## src/rtl/booth_pkg.sv

```systemverilog
// Shared constants and width helpers for the radix-4 Booth multiplier datapath.
// ALU operation codes, shift directions and the QW/AW width derivations.
package booth_pkg;

   localparam logic [2:0] OP_NOP    = 3'b000;
   localparam logic [2:0] OP_ADD_M  = 3'b001;
   localparam logic [2:0] OP_ADD_2M = 3'b010;
   localparam logic [2:0] OP_SUB_M  = 3'b011;
   localparam logic [2:0] OP_SUB_2M = 3'b100;

   localparam logic SH_LEFT  = 1'b0;
   localparam logic SH_RIGHT = 1'b1;

   // Q is padded to an even width so radix-4 steps consume it exactly.
   function automatic int calc_qw(input int width);
      return width + (width % 2);
   endfunction

   // A needs two guard bits to hold +/-2M without overflow.
   function automatic int calc_aw(input int width);
      return width + 2;
   endfunction

endpackage

```

## src/rtl/booth_alu.sv

```systemverilog
// Combinational AW-bit accumulator update for the Booth datapath.
// Selects A, A+M, A+2M, A-M or A-2M; unassigned codes return A unchanged.
module booth_alu
   import booth_pkg::*;
#(
   parameter int AW = 5
) (
   input  logic [AW-1:0] a,
   input  logic [AW-1:0] m,
   input  logic [2:0]    op,
   output logic [AW-1:0] y
);

   logic [AW-1:0] m_x2;

   assign m_x2 = {m[AW-2:0], 1'b0};

   // NOTE: y gets its default before the case so no path leaves it unassigned, which would infer a latch.
   always_comb begin
      y = a;
      case (op)
         OP_ADD_M:  y = a + m;
         OP_ADD_2M: y = a + m_x2;
         OP_SUB_M:  y = a - m;
         OP_SUB_2M: y = a - m_x2;
         default:   y = a;
      endcase
   end

endmodule

```

## src/rtl/booth_datapath.sv

```systemverilog
// Radix-4 Booth multiplier datapath: A/Q/q_m1/M registers, shifter, counter, product capture.
// Optional sticky illegal-ALUop flag 'err' is built when BOOTH_ILLEGAL_OP_EN is defined.
module booth_datapath
   import booth_pkg::*;
#(
   parameter int WIDTH = 3,
   parameter int CNT_W = 2
) (
   input  logic               clk,
   input  logic               rst,
   input  logic [WIDTH-1:0]   multiplicand,
   input  logic [WIDTH-1:0]   multiplier,
   input  logic               load,
   input  logic               muxsel,
   input  logic [2:0]         ALUop,
   input  logic               shift_direction,
   input  logic [2:0]         shift_amount,
   input  logic               out_enable,
   output logic [2:0]         cmp0,
   output logic [2:0]         cmp1,
   output logic [2*WIDTH-1:0] product,
   output logic               product_valid
`ifdef BOOTH_ILLEGAL_OP_EN
   ,
   output logic               err
`endif
);

   localparam int QW = calc_qw(WIDTH);
   localparam int AW = calc_aw(WIDTH);
   localparam int VW = AW + QW + 1;
   localparam int PW = 2 * WIDTH;

   logic [AW-1:0]         a_r;
   logic [AW-1:0]         m_r;
   logic [QW-1:0]         q_r;
   logic                  qm1_r;
   logic [CNT_W-1:0]      count_r;

   logic [AW-1:0]         alu_y;
   logic [AW-1:0]         a_upd;
   logic [VW-1:0]         vec;
   logic [VW-1:0]         vec_sh;
   logic [AW+QW-1:0]      aq;
   logic signed [QW-1:0]  q_ext;
   logic signed [AW-1:0]  m_ext;
   logic                  done;
   logic                  count_step;

   booth_alu #(.AW(AW)) u_alu (
      .a  (a_r),
      .m  (m_r),
      .op (ALUop),
      .y  (alu_y)
   );

   assign q_ext = $signed(multiplier);
   assign m_ext = $signed(multiplicand);

   assign a_upd = muxsel ? '0 : alu_y;
   assign vec   = {a_upd, q_r, qm1_r};

   // Right shifts are arithmetic on the whole {A,Q,q_m1} vector; left shifts zero-fill at q_m1.
   always_comb begin
      vec_sh = vec;
      if (shift_direction == SH_RIGHT)
         vec_sh = $signed(vec) >>> shift_amount;
      else
         vec_sh = vec << shift_amount;
   end

   assign count_step = (shift_amount != 3'd0) && (shift_direction == SH_RIGHT);
   assign aq         = {a_r, q_r};

   assign done = (count_r == CNT_W'(QW / 2));
   assign cmp0 = {q_r[1], q_r[0], qm1_r};
   assign cmp1 = {done, 2'(count_r)};

   // NOTE: state registers use non-blocking assignments so every register samples pre-edge values.
   always_ff @(posedge clk) begin
      if (rst) begin
         a_r     <= '0;
         q_r     <= '0;
         qm1_r   <= 1'b0;
         m_r     <= '0;
         count_r <= '0;
      end else if (load) begin
         a_r     <= '0;
         q_r     <= q_ext;
         qm1_r   <= 1'b0;
         m_r     <= m_ext;
         count_r <= '0;
      end else begin
         {a_r, q_r, qm1_r} <= vec_sh;
         if (count_step)
            count_r <= count_r + CNT_W'(1);
      end
   end

   // A load suppresses the capture itself, but the CU still gets its out_enable acknowledgement.
   always_ff @(posedge clk) begin
      if (rst) begin
         product       <= '0;
         product_valid <= 1'b0;
      end else begin
         product_valid <= out_enable;
         if (out_enable && !load)
            product <= aq[PW-1:0];
      end
   end

`ifdef BOOTH_ILLEGAL_OP_EN
   logic op_illegal;

   assign op_illegal = (ALUop > OP_SUB_2M);

   always_ff @(posedge clk) begin
      if (rst || load)
         err <= 1'b0;
      else if (op_illegal && !muxsel)
         err <= 1'b1;
   end
`endif

endmodule
```

## config.mk

```make
export PLATFORM = sky130hd
export DESIGN_NAME = booth_datapath
export DESIGN_NICKNAME = d
export VERILOG_FILES = /design/src/rtl/booth_pkg.sv /design/src/rtl/booth_alu.sv /design/src/rtl/booth_datapath.sv
export SDC_FILE = /design/constraint.sdc
export NUM_CORES = 1
export LEC_CHECK = 0
export BUFFER_PORTS_ARGS = -buffer_cell sky130_fd_sc_hd__buf_2
export CAP_MARGIN = 20
export CORE_AREA = 2 2 78 95
export DETAILED_ROUTE_END_ITERATION = 16
export DIE_AREA = 0 0 80 97
export GPL_TIMING_DRIVEN = 0
export SLEW_MARGIN = 30
export SYNTH_ARGS = -nofsm -noshare
export SYNTH_HDL_FRONTEND = slang
export SYNTH_SLANG_ARGS = --single-unit
```

## constraint.sdc

```tcl
create_clock -name clk -period 3.58 [get_ports clk]
set_clock_uncertainty 0.05 [all_clocks]
set_input_delay 0.537 -clock clk [delete_from_list [all_inputs] [get_ports clk]]
set_output_delay 0.537 -clock clk [all_outputs]
set_load 0.05 [all_outputs]
```

==> results_dict.tcl <==
set metrics [dict create \
    status "complete, no violations" \
    vdd_drop_max_uv 127 \
    core_region_area_mm2 0.00677 \
    worst-setup-path-type "input port to flop" \
    fp.dieArea_mm2 0.00776 \
    drv_slew 0 \
    synth-seq-cells 22 \
    synth-warning-count 0 \
    min_period_over_period_pct 94.7 \
    critPathArrivalTime_ps 3520 \
    postCtsHoldBufs 0 \
    yosys.area_share.simple_pct 26.0 \
    via_count 2386 \
    cellLeakagePower_nw 1.11 \
    synth_compound_area_share_pct 29.4 \
    synth_area_leaders "dfxtp_1 19%, mux2i_1 6.9%, nor2_1 6.1%" \
    wl_um 6600 \
    synth-edff-count 0 \
    wl_per_cell_um 15.5 \
    track_usage_pct 17.2 \
    clkTransAtPathRegs_ps 100 \
    clock-sinks 22 \
    worst_pin_slew_ps 579 \
    synthMuxAreaShare_pct 8.32 \
    setup_viol 0 \
    synth_seq_area_share_pct 18.9 \
    viasPerCell 5.60 \
    crit_fanout 6 \
    portBuffers 26 \
    startpoint_type "input port" \
    endpoint_kind "flop" \
    hold_viol 0 \
    h-tree-depth 1 \
    ys_types 70 \
    synth_top_cell_by_area "dfxtp_1" \
    grt_pass1_wl_um 10800 \
    drt_iter0_drc 124 \
    max-cap-violations 0 \
    num_rows 33 \
    synth_flop_cell "dfxtp_1" \
    grt_max_degree 14 \
    synth_xor_area_share_pct 1.45 \
    syn_area_mm2 0.00233 \
    synthCells 308 \
    drc 0 \
    finalPower_mw 0.855 \
    min_period_ps 3390 \
    die_h_um 97 \
    tritoncts "done" \
    syn_area_per_cell_um2 7.56 \
    antenna_left 0 \
    pre_cts_ws_ps -495 \
    globalRoute.totalOverflow 0 \
    grt_pass1_vias 2316 \
    cts-buffers-inserted 3 \
    synth.top_cell.area_share_pct 18.9 \
    diodes 0 \
    async_reset_ff_share_pct 0 \
    required_ps 3710 \
    drive_gt1_share_pct 20.6 \
    cts-root-buf "clkbuf_8" \
    slew_headroom_pct 61.4 \
    place_congestion 0.909 \
    final_nets 370 \
    antenna_found_initial 0 \
    synth_top_family_by_area "compound AO/OA/AOI/OAI gates" \
    initial_core_util_pct 34.4 \
    first_pass_iters 5 \
    clk_path_buf_depth 2 \
    rsz0062_at_grt "false" \
    syn_to_final_growth_pct 14.9 \
    synthAdderAreaFrac_pct 7.09 \
    hp-class "input port to flop" \
    syn-num-nets 338 \
    max_freq_mhz 295 \
    die_w_um 80 \
    worst_slack_ps 189 \
    io-pin-count 31 \
    hpwlAfterDp_um 4990 \
    cellPowerDensity_mw_per_mm2 319 \
    clk_latency_ps 280 \
]
## Yosys cell counts, types with 3 or more instances
master	instances
nor3_1	5
nand2b_1	10
or2_2	4
a211oi_1	8
and3b_1	4
a2111oi_0	3
clkbuf_1	14
or3_1	5
a211o_1	4
o21a_1	3
dfxtp_1	22
nand3_1	8
ha_1	10
o21ai_0	15
buf_1	3
buf_4	5
a21oi_1	16
inv_1	18
nor2b_1	5
a21o_1	5
nor2_1	38
nand2_1	26
mux2i_1	16
## cell usage in the layout (no fill, tap or decap), types with 7 or more instances in the layout
cell / Yosys / final
buf_4: 5 / 7
ha_1: 10 / 9
buf_2: 2 / 27
mux2i_1: 16 / 16
dfxtp_1: 22 / 20
nand2b_1: 10 / 10
nand3_1: 8 / 8
nor2_1: 38 / 38
inv_1: 18 / 18
o21ai_0: 15 / 13
a211oi_1: 8 / 7
a21oi_1: 16 / 16
nand2_1: 26 / 25
clkbuf_1: 14 / 13
## cell type report
| type | instances | area, um2 |
|---|---|---|
| timing repair buffer | 28 | 145 |
| sequential | 22 | 445 |
| inverter | 19 | 71.3 |
| clock inverter | 1 | 30.0 |
| clock buffer | 3 | 41.3 |
| fill | 732 | 4090 |
| buffer | 25 | 133 |
| tap | 87 | 109 |
| multi-input combinational | 241 | 1700 |
## path summary, 6_finish.rpt
| kind | startpoint | end | slack [ps] | cells past startpoint |
|---|---|---|---|---|
| hold reg to reg | product[3]$_SDFFE_PP0P_ | product[3]$_SDFFE_PP0P_ | 440 | 2 |
| setup reg to reg | m_r[1]$_SDFFE_PP0P_ | a_r[0]$_SDFF_PP0_ | 200 | 16 |
| setup / recovery | ALUop[1] | a_r[0]$_SDFF_PP0_ | 190 | 15 |
| hold / removal | out_enable | product_valid$_SDFF_PP0_ | 430 | 2 |
## flip-flops by register name, indices dropped and copies added, names as in the netlist
signal         flops
product            6
a_r                5
q_r                4
m_r                3
count_r            2
product_valid      1
qm1_r              1
## power breakdown
group          leakage (nW)  internal (mW)  switching [mW]  total (mW)
Clock                0.0357          0.150          0.0948       0.244
Combinational         0.890          0.136           0.205       0.341
Sequential            0.181          0.256          0.0132       0.269
Total                  1.11          0.542           0.313       0.855
## layer usage
| layer | global-route usage, % | up-vias | part of all wire, % |
|---|---|---|---|
| met5 | 0 | - | 0 |
| li1 | - | 1168 | - |
| met1 | 22.2 | 1086 | 42 |
| met4 | 7.17 | 0 | 3.5 |
| met3 | 1.87 | 18 | 6.0 |
| met2 | 28.6 | 114 | 48 |
## cell families (layout without fill, tap and decap cells)
| family | after synthesis | after routing |
|---|---|---|
| AO/OA/AOI/OAI | 88 | 88 |
| XOR/XNOR | 3 | 3 |
| multiplexers | 18 | 18 |
| adder cells (fa/ha/maj) | 12 | 12 |
| buffers and inverters | 45 | 76 |
| AND/OR/NAND/NOR | 120 | 120 |
| flip-flops | 22 | 22 |
## what timing repair did
action                                  in CTS  in global routing
buffers inserted                             2                  0
pin swaps                                    1                  0
endpoints found under the setup margin       7                  4
resized for setup                            2                 10
## per-stage QoR
| stage | setup TNS [ps] | hold slack [ps] | cell area [um2] | cells | utilization [%] |
|---|---|---|---|---|---|
| global placement | -2380 | 420 | 2570 | 421 | 37.9 |
| global route | 0 | 449 | 2680 | 426 | 39.5 |
| detailed placement | -2990 | 429 | 2570 | 421 | 37.9 |
| floorplan | 0 | 414 | 2330 | 308 | - |
| CTS | 0 | 433 | 2660 | 426 | 39.2 |
| finish | 0 | 428 | 2680 | 426 | 39.5 |
## worst max-delay path: stages
cell       delay (ps)
buf_2             130
or3b_4            440
nor2_1            110
a21o_1            160
inv_1              60
ha_1              290
nand3b_1          120
nand2_2           100
or4_4             490
a41oi_2           270
a2111oi_4          50
buf_4             180
buf_4             150
o221a_1           210
a211oi_2          240
No activity file was read; power rests on OpenSTA's default activity.
